==> src/rtl/hazard_ctrl.sv <==
// ---------------------------------------------------------------------------
// hazard_ctrl
//
// Pipeline hazard controller for a 5-stage in-order core. Detects load-use
// hazards between ID and EX, sequences the two flush slots that follow a
// jump/branch redirect, and freezes the pipe while memory is busy.
//
// Ports
//   clk, rst          : clock, synchronous active-high reset
//   id_rs1/id_rs2     : ID source register numbers
//   id_use_rs1/2      : ID instruction actually reads that source
//   ex_memread, ex_rd : EX instruction is a load, and its destination
//   jump              : jump resolved in EX this cycle
//   branch            : branch in EX
//   branch_check      : EX branch condition true
//   mem_busy          : instruction/data memory not ready, freeze pipe
//   load_use_hazard   : insert bubble into ID/EX
//   jump_delay        : second flush slot after a redirect
//   pc_stall          : hold PC
//   ifid_stall        : hold IF/ID
//   ifid_flush        : zero IF/ID
//   idex_flush        : zero ID/EX
//   stall_cycles      : saturating count of load-use bubble cycles
//   redirect_events   : saturating count of accepted redirects
//   dbg_state         : current FSM state (0 IDLE, 1 REDIR, 2 MEMWAIT)
//
// Handshake: there is no valid/ready handshake here; mem_busy acts as a
// global "not ready" that freezes every stage while it is high, and EX
// re-presents a frozen redirect once the freeze ends.
// ---------------------------------------------------------------------------
module hazard_ctrl (
  input  logic        clk,
  input  logic        rst,
  input  logic [4:0]  id_rs1,
  input  logic [4:0]  id_rs2,
  input  logic        id_use_rs1,
  input  logic        id_use_rs2,
  input  logic        ex_memread,
  input  logic [4:0]  ex_rd,
  input  logic        jump,
  input  logic        branch,
  input  logic        branch_check,
  input  logic        mem_busy,
  output logic        load_use_hazard,
  output logic        jump_delay,
  output logic        pc_stall,
  output logic        ifid_stall,
  output logic        ifid_flush,
  output logic        idex_flush,
  output logic [15:0] stall_cycles,
  output logic [15:0] redirect_events,
  output logic [1:0]  dbg_state
);

  typedef enum logic [1:0] {
    ST_IDLE    = 2'd0,
    ST_REDIR   = 2'd1,
    ST_MEMWAIT = 2'd2
  } state_e;

  state_e      state_q, state_d;
  state_e      ret_q, ret_d;
  logic [15:0] stall_cycles_q, stall_cycles_d;
  logic [15:0] redirect_events_q, redirect_events_d;

  logic redirect;
  logic rs1_match;
  logic rs2_match;
  logic lu_raw;
  logic redir_accept;

  assign redirect  = jump | (branch & branch_check);
  assign rs1_match = id_use_rs1 & (id_rs1 == ex_rd);
  assign rs2_match = id_use_rs2 & (id_rs2 == ex_rd);
  // Loads to x0 never create a dependency.
  assign lu_raw    = ex_memread & (ex_rd != 5'd0) & (rs1_match | rs2_match);

  // A redirect is only taken from IDLE; in REDIR the EX slot is a bubble,
  // and during a freeze EX will present the redirect again afterwards.
  assign redir_accept = redirect & (state_q == ST_IDLE) & ~mem_busy;

  always_comb begin
    load_use_hazard = lu_raw & ~redirect & ~mem_busy & (state_q == ST_IDLE);
    jump_delay      = (state_q == ST_REDIR) & ~mem_busy;
    pc_stall        = load_use_hazard | mem_busy;
    ifid_stall      = load_use_hazard | mem_busy;
    ifid_flush      = redir_accept | jump_delay;
    idex_flush      = load_use_hazard | ifid_flush;
  end

  always_comb begin
    state_d           = state_q;
    ret_d             = ret_q;
    stall_cycles_d    = stall_cycles_q;
    redirect_events_d = redirect_events_q;

    case (state_q)
      ST_IDLE: begin
        if (mem_busy) begin
          state_d = ST_MEMWAIT;
          ret_d   = ST_IDLE;
        end else if (redirect) begin
          state_d = ST_REDIR;
        end
      end
      ST_REDIR: begin
        if (mem_busy) begin
          // Remember the owed flush slot so the freeze cannot swallow it.
          state_d = ST_MEMWAIT;
          ret_d   = ST_REDIR;
        end else begin
          state_d = ST_IDLE;
        end
      end
      ST_MEMWAIT: begin
        if (!mem_busy) state_d = ret_q;
      end
      default: state_d = ST_IDLE;
    endcase

    if (load_use_hazard && stall_cycles_q != 16'hFFFF)
      stall_cycles_d = stall_cycles_q + 16'd1;
    if (redir_accept && redirect_events_q != 16'hFFFF)
      redirect_events_d = redirect_events_q + 16'd1;
  end

  always_ff @(posedge clk) begin
    if (rst) begin
      state_q           <= ST_IDLE;
      ret_q             <= ST_IDLE;
      stall_cycles_q    <= 16'd0;
      redirect_events_q <= 16'd0;
    end else begin
      state_q           <= state_d;
      ret_q             <= ret_d;
      stall_cycles_q    <= stall_cycles_d;
      redirect_events_q <= redirect_events_d;
    end
  end

  assign stall_cycles    = stall_cycles_q;
  assign redirect_events = redirect_events_q;
  assign dbg_state       = state_q;

endmodule

==> config.mk <==
export PLATFORM = sky130hd
export DESIGN_NAME = hazard_ctrl
export DESIGN_NICKNAME = d
export VERILOG_FILES = /design/src/rtl/hazard_ctrl.sv
export SDC_FILE = /design/constraint.sdc
export NUM_CORES = 1
export LEC_CHECK = 0
export CORE_MARGIN = 4
export CORE_UTILIZATION = 45
export CTS_CLUSTER_SIZE = 16
export DETAILED_ROUTE_END_ITERATION = 16
export PLACE_DENSITY = 0.8
export SYNTH_ARGS = -nofsm -noshare
export SYNTH_HDL_FRONTEND = slang
export SYNTH_SLANG_ARGS = --single-unit
==> constraint.sdc <==
create_clock -name clk -period 4.5 [get_ports clk]
set_input_delay 0.9 -clock clk [delete_from_list [all_inputs] [get_ports clk]]
set_output_delay 0.9 -clock clk [all_outputs]
set_load 0.03 [all_outputs]
Word level (Yosys, flattened, before mapping)

Index checks and enable logic that the tools add are counted.

Bitwise logic cells: 18
Equality and inequality tests: 10
Multiplexer cells: 8
Add/subtract/negate cells: 2
Reduce and logical (&&, ||, !) cells: 7

Operator list:

| cell                                                             | count |
|---|---|
| 16-bit by 1-bit adder with 16-bit output (second input constant) | 2 |
| 16-bit != test (second input constant)                           | 2 |
| 2-bit two-way mux                                                | 6 |
| 1-bit AND                                                        | 11 |
| 5-bit == test                                                    | 2 |
| 2-bit != test (second input constant)                            | 3 |
| 2-bit case mux with 3 select lines                               | 1 |
| 1-bit OR                                                         | 5 |
| 5-bit nonzero test                                               | 1 |
| 2-bit case mux with 2 select lines                               | 1 |
| 3-bit != test (second input constant)                            | 1 |
| 3-bit AND reduction                                              | 1 |
| 2-bit by 1-bit == test with 1-bit output (second input constant) | 1 |
| 2-bit == test (second input constant)                            | 1 |
| 1-bit logical AND                                                | 2 |
| 2-bit logical NOT                                                | 1 |
| 1-bit NOT                                                        | 2 |
| 2-bit AND reduction                                              | 1 |
| 2-bit nonzero test                                               | 1 |

Input bits: 24
Logic and storage cells: 49
Flip-flop bits (word level): 36

Longest topological paths before layout

Depth after elaboration: 8
Mapped depth: 7
Depth with buffers taken out: 6

Worst setup path after synthesis

OpenSTA, ideal clock, no wires.

Path kind: input to output
Start point: input ex_rd[1]
End point: output pc_stall
Buffers on the path: 3
Arrival time: 2767 ps
Slack: 833 ps
Stages: 7
Path through: xnor2_1 > nand4_1 > o22a_1 > buf_2 > clkbuf_8 > o21ai_0 > buf_4

Longest elaborated chain between the ends: 8
Elaborated cells between the ends (all ways): 12
Classes of those cells: eq/ne (2); bitwise (9); reduce/logical (1)

RTL lines:

| element                          | RTL line | text |
|---|---|---|
| start: declaration               | 39       | `input logic [4:0] ex_rd,` |
| 5-bit == test (on tied branches) | 73, 74   |  |
| 1-bit AND (on tied branches)     | 73, 74   |  |
| 1-bit OR                         | 76       | `assign lu_raw = ex_memread & (ex_rd != 5'd0) & (rs1_match \| rs2_match);` |
| 1-bit AND *                      | 76       |  |
| 1-bit AND * (3 in a row)         | 83       | `load_use_hazard = lu_raw & ~redirect & ~mem_busy & (state_q == ST_IDLE);` |
| 1-bit OR *                       | -        |  |
| end: declaration                 | 46       | `output logic pc_stall,` |

Every way passes the cells marked *; elsewhere a longest branch is shown, timed or not.

Final worst setup path

Start point: input ex_rd[0]
End point: output idex_flush

Longest elaborated chain between the ends: 8
Elaborated cells between the ends (all ways): 12
Classes of those cells: eq/ne (2); bitwise (9); reduce/logical (1)

RTL lines:

| element                          | RTL line | text |
|---|---|---|
| 5-bit == test (on tied branches) | 73, 74   |  |
| 1-bit AND (on tied branches)     | 73, 74   |  |
| 1-bit OR                         | 76       |  |
| 1-bit AND *                      | 76       |  |
| 1-bit AND * (3 in a row)         | 83       |  |
| 1-bit OR *                       | 88       | `idex_flush = load_use_hazard \| ifid_flush;` |
| end: declaration                 | 49       | `output logic idex_flush,` |

Marks and branches as above.

==> flow_summary.json <==
{
  "outcome": "completed",
  "hold_path.class": "flip-flop to flip-flop",
  "finalCritPeriodShare_pct": 90.3,
  "ir_drop_uv": 240,
  "ys_warn_count": 0,
  "drtAntennaViolNets": 0,
  "drtIter0Drc": 98,
  "timing.hold.ws_ns": 0.489,
  "wl_um": 4950,
  "drive_gt1_share_pct": 6.71,
  "fin_crit_ns": 4.06,
  "synth_cells": 234,
  "avgSynthCellArea_um2": 8.51,
  "fin_skew_ns": 0.00917,
  "grt.total_usage_pct": 18.6,
  "cp_slowest_stage_delay_ns": 0.59,
  "p_leak_nw": 0.849,
  "num_rows": 23,
  "drcViolationCount": 0,
  "insertion_delay_ns": 0.29,
  "cap_violations": 0,
  "clock.fmax_ghz": 0.246,
  "postCtsHoldBufs": 0,
  "dp_cells": 340,
  "cp_slowest_cell": "clkdlybuf4s50_1",
  "die_w_um": 74.5,
  "clock_path_buffers": 2,
  "final_common_cell": "clkdlybuf4s50_1",
  "grt_max_degree": 29,
  "syn-num-nets": 260,
  "fillers": 348,
  "crit_type": "primary input to primary output",
  "core_um2": 4140,
  "cp.required_ns": 3.60,
  "clk_pin_slew_worst_paths_ns": 0.08,
  "clock-sinks": 35,
  "ys_seq_area_share_pct": 35.2,
  "vias_per_cell": 5.71,
  "ys_ff_latch": 35,
  "cts_resized": 0,
  "hp-start": "ret_q[0]$_SDFFE_PP0P_",
  "cts_buffers": 5,
  "rsz0062_at_grt": "false",
  "crit_top_cell": "clkdlybuf4s50_1",
  "hold_end": "ret_q[0]$_SDFFE_PP0P_",
  "htreeDepth": 2,
  "vias": 1986,
  "path_cells": "clkdlybuf4s50_1, or4_1, o2111ai_1, nor2_1, or2_2, clkdlybuf4s50_1",
  "grt_antenna_before_repair": 0,
  "fin_cells": 348,
  "crit_buf_inv": 2,
  "reg2reg_depth": 6,
  "rrSetupSlack_ns": 2.38,
  "n_antenna_cell": 0,
  "wl_per_cell_um": 14.2,
  "rr_startpoint": "stall_cycles[0]$_SDFFE_PP0P_",
  "dp_hpwl_um": 3660,
  "io_buffers": 63,
  "die_h_um": 74.5,
  "arrival_ns": 3.16,
  "cts-root-buf": "clkbuf_8",
  "final_max_slew_viol_count": 0,
  "fin_setup_tns_ns": 0,
  "fin_nets": 323,
  "cp_num_cells": 6,
  "areaGrowthSynthToFinish_pct": 38.2,
  "hold_viol": 0,
  "relSlewSlack_pct": 36.7,
  "io_pins": 64,
  "drt_pass1_iterations": 4,
  "min_path_cells": 2,
  "grt_pass1_wl_um": 8100,
  "path_max_fanout": 3,
  "powerDensity_nw_per_um2": 266,
  "initial_core_util_pct": 48.0,
  "globalplace.congestion": 0.804,
  "startpoint_type": "primary input",
  "cp-end-kind": "primary output",
  "tightest_slew_ns": 0.946,
  "syn_area_um2": 1990,
  "grt_pass1_vias": 1844,
  "cp_top_family": "buffers and inverters",
  "finalSetupViolCount": 0,
  "cts_setup_buffers": 0,
  "cts_tree": "done",
  "reg2reg_to": "stall_cycles[9]$_SDFFE_PP0P_",
  "die_area_um2": 5550,
  "final_cell_mix": "clkdlybuf4s50_1, dfxtp_1, xnor2_1, nor2_1, a21oi_1",
  "grt_overflow": 0,
  "synth_cell_type_count": 41
}
worst max path at each step:
stage	startpoint	end	slack, ns
after global routing	ex_rd[0]	idex_flush	0.35
final	ex_rd[0]	idex_flush	0.44
after global placement	ex_rd[0]	idex_flush	0.46
after floorplan	ex_rd[1]	pc_stall	0.83
after CTS	ex_rd[0]	idex_flush	0.42
after detailed placement	ex_rd[0]	idex_flush	0.43
stage by stage:
step	worst slack (ns)	util, %	power (mW)	instance area, um2
after floorplan	0.833	-	0.366	1990
after global routing	0.351	66.4	0.758	2750
after detailed placement	0.431	63.1	0.403	2620
after global placement	0.457	63.1	0.402	2620
final	0.438	66.4	0.731	2750
after CTS	0.424	66.4	0.738	2750
registers in the layout, indices dropped and copies added, names as in the netlist:
register         cells
redirect_events     16
dbg_state            2
stall_cycles        16
ret_q                1
layer usage:
| layer | wire (um) | vias to the layer above | global-route usage [%] | part of all wire [%] |
|---|---|---|---|---|
| li1 | - | 1005 | - | - |
| met1 | 2290 | 901 | 23.8 | 46 |
| met2 | 2170 | 73 | 29.8 | 44 |
| met3 | 428 | 7 | 5.54 | 8.6 |
| met4 | 60 | 0 | 6.52 | 1.2 |
| met5 | 0 | - | 0 | 0 |
worst min-delay path: stages, from the launching register on:
cell and delay [ns]:
dfxtp_1 0.31, o21ai_0 0.06, a21oi_1 0.07
kinds of logic after synthesis:
| family | Yosys count | share of synthesized area, % |
|---|---|---|
| simple gates | 116 | 33.8 |
| fa+ha+maj | 2 | 1.26 |
| mux | 2 | 1.13 |
| compound gates | 42 | 12.9 |
| buf+inv | 13 | 5.15 |
| xor+xnor | 24 | 10.6 |
| flops | 35 | 35.2 |
power by group:
| group | total, mW | internal, mW | leakage [nW] | switching, mW |
|---|---|---|---|---|
| Combinational | 0.0790 | 0.0399 | 0.502 | 0.0392 |
| Clock | 0.336 | 0.221 | 0.0644 | 0.115 |
| Sequential | 0.316 | 0.312 | 0.282 | 0.00402 |
| Total | 0.731 | 0.573 | 0.849 | 0.159 |
synthesized netlist by cell type, drive strengths merged:
cell | n | area [um2]
dfxtp | 35 | 701
xnor2 | 24 | 210
nor2 | 22 | 82.6
a21oi | 19 | 95.1
nand2 | 18 | 72.6
nand4 | 15 | 100
nor3 | 11 | 66.3
or4 | 11 | 82.6
nand3 | 10 | 50.1
o31ai | 10 | 75.1
o21ai | 7 | 35.0
and4 | 6 | 53.8
buf | 5 | 42.5
clkbuf | 5 | 48.8
nor4 | 5 | 37.5
or3 | 4 | 25.0
inv | 3 | 11.3
nor3b | 3 | 22.5
nor4b | 3 | 26.3
and3 | 2 | 12.5
ha | 2 | 25.0
mux2 | 2 | 22.5
nand3b | 2 | 15.0
nor2b | 2 | 12.5
a211oi | 1 | 7.51
a21o | 1 | 7.51
and2 | 1 | 7.51
o2111a | 1 | 12.5
o2111ai | 1 | 8.76
o22a | 1 | 8.76
o22ai | 1 | 6.26
or2 | 1 | 6.26
area by class of cell:
class,instances,area (um2),area share (%)
Clock buffer,5,68.8,2.50
Clock inverter,3,67.6,2.46
Inverter,3,11.3,0.409
Multi-Input combinational cell,186,1190,43.2
Sequential cell,35,701,25.5
Tap cell,50,62.6,2.27
Timing Repair Buffer,66,653,23.7
Note: power is estimated with default switching activity, not from simulation.
